$ cat src/rtl/capture_pkg.sv
// Shared encodings and default constants for the single-frame capture sequencer.
package capture_pkg;

   // Sequencer states; the numeric values are visible on oState for debug.
   typedef enum logic [2:0] {
      S_IDLE    = 3'd0,
      S_ARM     = 3'd1,
      S_CAPTURE = 3'd2,
      S_STOPACK = 3'd3,
      S_HOLD    = 3'd4,
      S_RESUME  = 3'd5,
      S_ERR     = 3'd6,
      S_LOCKED  = 3'd7
   } state_t;

   // Error codes reported on oErrCode.
   localparam logic [1:0] ERR_NONE    = 2'b00;
   localparam logic [1:0] ERR_TIMEOUT = 2'b01;
   localparam logic [1:0] ERR_FRAME   = 2'b10;
   localparam logic [1:0] ERR_ACK     = 2'b11;

   // Default frame geometry and timing limits.
   localparam int DEF_EXP_LINES = 960;
   localparam int DEF_TIMEOUT   = 10_000_000;
   localparam int DEF_ACK_CYC   = 4;

endpackage

$ cat src/rtl/capture_sequencer_sync_edge_det.sv
// Registers a signal that is already synchronous to clk and reports its
// rising and falling edges from the registered copy (one cycle of latency).
module sync_edge_det (
   input  logic clk,
   input  logic rst_n,
   input  logic d,
   output logic rise,
   output logic fall
);

   logic sig_q, sig_d;
   logic prev_q, prev_d;

   // Next values: sample the input, and keep one cycle of history of the sample.
   always_comb begin
      sig_d  = d;
      prev_d = sig_q;
   end

   // Sample register and its one-cycle history.
   always_ff @(posedge clk or negedge rst_n) begin
      if (!rst_n) begin
         sig_q  <= 1'b0;
         prev_q <= 1'b0;
      end else begin
         sig_q  <= sig_d;
         prev_q <= prev_d;
      end
   end

   assign rise = sig_q & ~prev_q;
   assign fall = ~sig_q & prev_q;

endmodule

$ cat src/rtl/capture_sequencer.sv
// Sequences a single camera-frame capture around stop_handler: waits for a
// clean frame start, lets one whole frame reach the buffer, freezes it until
// the processor releases it, and escalates timeouts, handshake failures and
// the permanent-lockout interrupt.
module capture_sequencer
   import capture_pkg::*;
#(
   parameter int LINE_W    = 12,
   parameter int EXP_LINES = DEF_EXP_LINES,
   parameter int TO_W      = 24,
   parameter int TIMEOUT   = DEF_TIMEOUT,
   parameter int ACK_CYC   = DEF_ACK_CYC
) (
   input  logic              iCLK,
   input  logic              iRST,
   input  logic              iCapReq,
   input  logic              iRelease,
   input  logic              iInterrupt,
   input  logic              iFVAL,
   input  logic              iLVAL,
   input  logic              iStopped,
   output logic              oStop,
   output logic              oGo,
   output logic              oInterrupt,
   output logic              oBusy,
   output logic              oFrameDone,
   output logic              oError,
   output logic [1:0]        oErrCode,
   output logic [LINE_W-1:0] oLineCount,
   output logic [2:0]        oState
);

   localparam int                ACK_W    = (ACK_CYC > 1) ? $clog2(ACK_CYC) : 1;
   localparam logic [TO_W-1:0]   WD_LAST  = TO_W'(TIMEOUT - 1);
   localparam logic [ACK_W-1:0]  ACK_LAST = ACK_W'(ACK_CYC - 1);
   localparam logic [LINE_W-1:0] EXP_CNT  = LINE_W'(EXP_LINES);

   // Line counter increment that sticks at all-ones instead of wrapping.
   function automatic logic [LINE_W-1:0] sat_inc(input logic [LINE_W-1:0] v);
      return (v == '1) ? v : v + LINE_W'(1);
   endfunction

   state_t              state_q, state_d;
   logic [LINE_W-1:0]   line_cnt_q, line_cnt_d;
   logic [TO_W-1:0]     wd_q, wd_d;
   logic [ACK_W-1:0]    ack_q, ack_d;
   logic                err_q, err_d;
   logic [1:0]          code_q, code_d;
   logic                stop_q, stop_d;
   logic                go_q, go_d;
   logic                int_q, int_d;

   logic fval_rise, fval_fall;
   logic lval_fall;
   logic lval_rise_unused;
   logic wd_live;

   sync_edge_det u_fval_edge (
      .clk   (iCLK),
      .rst_n (iRST),
      .d     (iFVAL),
      .rise  (fval_rise),
      .fall  (fval_fall)
   );

   sync_edge_det u_lval_edge (
      .clk   (iCLK),
      .rst_n (iRST),
      .d     (iLVAL),
      .rise  (lval_rise_unused),
      .fall  (lval_fall)
   );

   assign wd_live = (state_q == S_ARM) || (state_q == S_CAPTURE);

   // Next-state, counter and pulse decisions; interrupt outranks the
   // watchdog, which outranks the normal per-state behaviour.
   always_comb begin
      state_d    = state_q;
      line_cnt_d = line_cnt_q;
      wd_d       = wd_q;
      ack_d      = ack_q;
      err_d      = err_q;
      code_d     = code_q;
      stop_d     = 1'b0;
      go_d       = 1'b0;
      int_d      = iInterrupt;

      if (iInterrupt && (state_q != S_LOCKED)) begin
         // A stop already on the wire this cycle counts as the entry pulse.
         state_d = S_LOCKED;
         stop_d  = ~iStopped & ~stop_q;
      end else if (wd_live && (wd_q == WD_LAST)) begin
         state_d = S_ERR;
         stop_d  = 1'b1;
         err_d   = 1'b1;
         code_d  = ERR_TIMEOUT;
      end else begin
         case (state_q)
            S_IDLE: begin
               if (iCapReq) begin
                  state_d = S_ARM;
                  wd_d    = '0;
                  go_d    = iStopped;
               end
            end
            S_ARM: begin
               wd_d = wd_q + TO_W'(1);
               if (fval_rise) begin
                  line_cnt_d = '0;
                  state_d    = S_CAPTURE;
               end
            end
            S_CAPTURE: begin
               wd_d = wd_q + TO_W'(1);
               // Counted first so a line ending with the frame is included.
               if (lval_fall) begin
                  line_cnt_d = sat_inc(line_cnt_q);
               end
               if (fval_fall) begin
                  stop_d  = 1'b1;
                  ack_d   = '0;
                  state_d = S_STOPACK;
               end
            end
            S_STOPACK: begin
               if (iStopped) begin
                  state_d = S_HOLD;
                  if (line_cnt_q != EXP_CNT) begin
                     err_d  = 1'b1;
                     code_d = ERR_FRAME;
                  end
               end else if (ack_q == ACK_LAST) begin
                  state_d = S_ERR;
                  err_d   = 1'b1;
                  code_d  = ERR_ACK;
               end else begin
                  ack_d = ack_q + ACK_W'(1);
               end
            end
            S_HOLD, S_ERR: begin
               if (iRelease) begin
                  go_d    = 1'b1;
                  err_d   = 1'b0;
                  code_d  = ERR_NONE;
                  ack_d   = '0;
                  state_d = S_RESUME;
               end
            end
            S_RESUME: begin
               if (!iStopped) begin
                  state_d = S_IDLE;
               end else if (ack_q == ACK_LAST) begin
                  state_d = S_ERR;
                  err_d   = 1'b1;
                  code_d  = ERR_ACK;
               end else begin
                  ack_d = ack_q + ACK_W'(1);
               end
            end
            S_LOCKED: begin
               state_d = S_LOCKED;
            end
            default: begin
               state_d = S_IDLE;
            end
         endcase
      end
   end

   // State, counters, sticky error and registered pulse outputs.
   always_ff @(posedge iCLK or negedge iRST) begin
      if (!iRST) begin
         state_q    <= S_IDLE;
         line_cnt_q <= '0;
         wd_q       <= '0;
         ack_q      <= '0;
         err_q      <= 1'b0;
         code_q     <= ERR_NONE;
         stop_q     <= 1'b0;
         go_q       <= 1'b0;
         int_q      <= 1'b0;
      end else begin
         state_q    <= state_d;
         line_cnt_q <= line_cnt_d;
         wd_q       <= wd_d;
         ack_q      <= ack_d;
         err_q      <= err_d;
         code_q     <= code_d;
         stop_q     <= stop_d;
         go_q       <= go_d;
         int_q      <= int_d;
      end
   end

   assign oStop      = stop_q;
   assign oGo        = go_q;
   assign oInterrupt = int_q;
   assign oBusy      = (state_q != S_IDLE);
   assign oFrameDone = (state_q == S_HOLD);
   assign oError     = err_q;
   assign oErrCode   = code_q;
   assign oLineCount = line_cnt_q;
   assign oState     = state_q;

endmodule

$ cat config.mk
export PLATFORM = sky130hd
export DESIGN_NAME = capture_sequencer
export DESIGN_NICKNAME = d
export VERILOG_FILES = /design/src/rtl/capture_pkg.sv /design/src/rtl/capture_sequencer_sync_edge_det.sv /design/src/rtl/capture_sequencer.sv
export SDC_FILE = /design/constraint.sdc
export NUM_CORES = 1
export LEC_CHECK = 0
export BUFFER_PORTS_ARGS = -buffer_cell sky130_fd_sc_hd__buf_4
export CORE_ASPECT_RATIO = 1.2
export CORE_MARGIN = 5
export CORE_UTILIZATION = 50
export CTS_BUF_LIST = sky130_fd_sc_hd__clkbuf_4 sky130_fd_sc_hd__clkbuf_8 sky130_fd_sc_hd__clkbuf_16
export DETAILED_ROUTE_END_ITERATION = 10
export PLACE_DENSITY = 0.82
export SETUP_SLACK_MARGIN = 0.15
export SLEW_MARGIN = 20
export SYNTH_ARGS = -nofsm -noshare
export SYNTH_HDL_FRONTEND = slang
export SYNTH_SLANG_ARGS = --single-unit
export TNS_END_PERCENT = 100
$ cat constraint.sdc
create_clock -name iCLK -period 2.1 [get_ports iCLK]
set_clock_uncertainty 0.15 [all_clocks]
set_input_delay 0.315 -clock iCLK [delete_from_list [all_inputs] [get_ports iCLK]]
set_output_delay 0.315 -clock iCLK [all_outputs]
set_load 0.05 [all_outputs]
==> impl_metrics.py <==
metrics = {
    "route": {
        "first_iter_violations": 517,
        "wl_per_cell_um": 24.38,
        "drcViolationCount": 0,
        "drt-pass1-iter-count": 5,
        "vias": 3628,
        "ant_nets": 0,
        "viasPerCell": 6.858,
        "routed_wl_mm": 12.90,
    },
    "place": {
        "gp_congestion": 0.9280,
        "port-buffer-count": 30,
        "dp_hpwl_mm": 5.626,
    },
    "sta": {
        "slew_violations": 0,
        "hold_viol_final": 0,
        "maxSlewHeadroom_pct": 36.16,
        "worst_pin_slew_ns": 0.9488,
        "hold_ws_ns": 0.1615,
        "max_freq_ghz": 0.3947,
        "rsz0062_at_grt": "true",
        "min_period_over_period_pct": 120.7,
        "fin_ws_ns": -0.4337,
        "setup_violations": 32,
        "fin_crit_ns": 2.534,
    },
    "logic_synthesis": {
        "seq_area_frac_synth_pct": 42.64,
        "yosysMostFrequentCell": "dfrtp_1",
        "syn_area_sq_mm": 0.002993,
        "synth-async-reset-ratio_pct": 100.0,
        "ys.flop_type": "dfrtp_1",
        "synth_area_leaders": "dfrtp_1, o31ai_1, nand3_1",
        "synth_top_area_cell": "dfrtp_1",
        "synthCells": 337,
        "synth_commonest_cells": "dfrtp_1, nand2_1, nor2_1, o31ai_1, nand3_1",
        "post_synth.cell_area_avg_sq_um": 8.881,
        "syn_nets": 349,
        "synth_edf_count": 0,
        "synth_top_area_share_pct": 42.64,
        "ys_seq_elements": 51,
        "ys_types": 54,
        "yosys_warnings": 0,
    },
    "global_routing": {
        "antenna_found_initial": 0,
        "grt_max_degree": 52,
        "grt_remaining_overflow": 0,
        "track_usage_pct": 25.99,
        "grt-busiest-layer": "met2",
        "use_met2_pct": 45.65,
        "grt_pass1_vias": 3226,
        "use_met3_pct": 3.531,
        "grt_pass1_wl_mm": 15.61,
        "use_met1_pct": 31.42,
    },
    "floorplanning": {
        "ios": 31,
        "die-height_um": 94.75,
        "coreArea_sq_mm": 0.005743,
        "die_area_sq_mm": 0.007639,
        "row_count": 30,
        "start_util_pct": 52.11,
        "die_w_um": 80.63,
    },
    "power": {
        "combPwrFrac_pct": 4.3,
        "pwr-share-clk_pct": 36.7,
        "internal-power_w": 0.001272,
        "power_density_mw_per_mm2": 355.3,
        "seqPwrFrac_pct": 59.0,
        "power_w": 0.001679,
        "switching_share_pct": 24.21,
        "max-vdd-ir-drop_v": 0.0004394,
        "p_leak_nw": 2.095,
        "power_switching_w": 0.0004063,
    },
    "clocking": {
        "clk_latency_ns": 0.33,
        "cts_tree": "done",
        "cts_buffers": 5,
        "ctsLongestPathBuffers": 2,
        "h-tree-depth": 2,
        "cts.root.buffer_cell": "clkbuf_8",
        "cts_sinks": 51,
        "path_clk_slew_ns": 0.11,
    },
    "worst_setup_path": {
        "cp-end-kind": "flop",
        "startpoint_type": "flop",
        "cp.arrival_ns": 2.58,
        "crit_required_ns": 2.15,
        "crit_fanout": 7,
        "crit_type": "reg2reg",
    },
    "hold_path": {
        "min_path_type": "in2reg",
    },
    "outcome": {
        "status": "finished, violations left",
        "violations": "negative setup slack",
    },
    "final_layout": {
        "final_core_util_pct": 82.27,
        "drive_gt1_share_pct": 47.22,
        "antenna_cells": 0,
        "area_growth_pct": 57.86,
        "nets": 460,
    },
    "job": {
        "max_cap_viol_count": 0,
    },
}
-- final timing paths --
check                                             startpoint                           end  slack, ns  cells after the start
worst max register to register     oLineCount[4]$_DFFE_PN0P_     oLineCount[8]$_DFFE_PN0P_      -0.43                      5
worst max-delay path               oLineCount[4]$_DFFE_PN0P_     oLineCount[8]$_DFFE_PN0P_      -0.43                      5
max in group asynchronous                               iRST         oState[1]$_DFFE_PN0P_       0.89                      2
min in group asynchronous                               iRST           wd_q[2]$_DFFE_PN0P_       0.42                      2
worst min-delay path                                iStopped               oStop$_DFF_PN0_       0.16                      2
worst min register to register  u_fval_edge.prev_d$_DFF_PN0_  u_fval_edge.prev_q$_DFF_PN0_       0.27                      0
-- routing by layer --
layer,part of all wire (%),vias to the layer above,wire length [um]
met4,7.9,0,1016
met5,0,-,0
met2,48,274,6243
met3,7.4,98,959
met1,36,1769,4677
li1,-,1487,-
-- cell usage in the layout (no fill, tap or decap), drive strengths merged, types with 7 or more instances in the layout --
| cell | netlist | layout |
|---|---|---|
| nor3 | 8 | 8 |
| nor2 | 28 | 28 |
| a21oi | 15 | 15 |
| o31ai | 28 | 28 |
| clkbuf | 12 | 8 |
| nand2 | 28 | 29 |
| dfrtp | 51 | 51 |
| o21ai | 22 | 22 |
| nand4 | 7 | 7 |
| nand3 | 23 | 23 |
| xnor2 | 10 | 10 |
| nor4 | 8 | 8 |
| buf | 9 | 118 |
| inv | 9 | 10 |
-- power by group through the flow --
stage               Clock [W]  Combinational [W]  Sequential [W]
floorplan                   0          0.0000138         0.00101
global placement            0          0.0000568         0.00101
detailed placement          0          0.0000574         0.00101
CTS                  0.000589          0.0000648        0.000990
global route         0.000649          0.0000767        0.000992
finish               0.000616          0.0000716        0.000990
-- worst max-delay path, cell delays in order, from the launching register on --
cell,delay [ns]
dfrtp_1,0.52
nand3_1,0.23
nor4_1,0.86
o22a_4,0.44
o31ai_4,0.10
o31ai_1,0.10
-- layout make-up --
type	instances	area [sq um]
inverters	10	40.04
flip-flops and latches	51	1280
well taps	80	100.1
clock buffers	7	83.83
fillers	274	1018
repair buffers	123	1107
multi-input cells	257	2108
clock inverters	1	5.005
-- cell families (layout without fill, tap and decap cells) --
logic type | after synthesis | in the layout | synth area share, %
adders and majority gates | 4 | 4 | 1.672
xor gates and xnor gates | 11 | 11 | 3.219
muxes | 2 | 2 | 0.7107
AOI/OAI and AO/OA | 93 | 94 | 21.11
and+or+nand+nor | 145 | 146 | 26.25
buffers and inverters | 31 | 141 | 4.389
DFF | 51 | 51 | 42.64
-- through the flow --
stage / TNS, ns / cells / instance area (sq um) / setup WS (ns)
after floorplan: -6.570 / 337 / 3088 / -0.3347
after global placement: -1.622 / 485 / 3732 / -0.09791
after detailed placement: -2.932 / 485 / 3732 / -0.1545
after CTS: -1.090 / 509 / 4158 / -0.06747
after global routing: -7.358 / 529 / 4725 / -0.3779
final: -6.514 / 529 / 4725 / -0.4337
-- registers in the layout, summed over array words and instances, names as in the netlist --
signal / flops
ack_q: 2
oErrCode: 2
oError: 1
oGo: 1
oInterrupt: 1
oLineCount: 12
oState: 3
oStop: 1
u_fval_edge.prev_d: 1
u_fval_edge.prev_q: 1
u_lval_edge.prev_d: 1
u_lval_edge.prev_q: 1
wd_q: 24
-- what timing repair did --
item | CTS | global route
hold endpoints to repair | 54 | 0
gates cloned | 4 | 2
hold buffers | 4 | 0
endpoints found under the setup margin | 40 | 48
setup buffers | 8 | 18
gates resized for setup | 43 | 90
pin swaps | 19 | 28
Power figures use the tool's default switching activity.
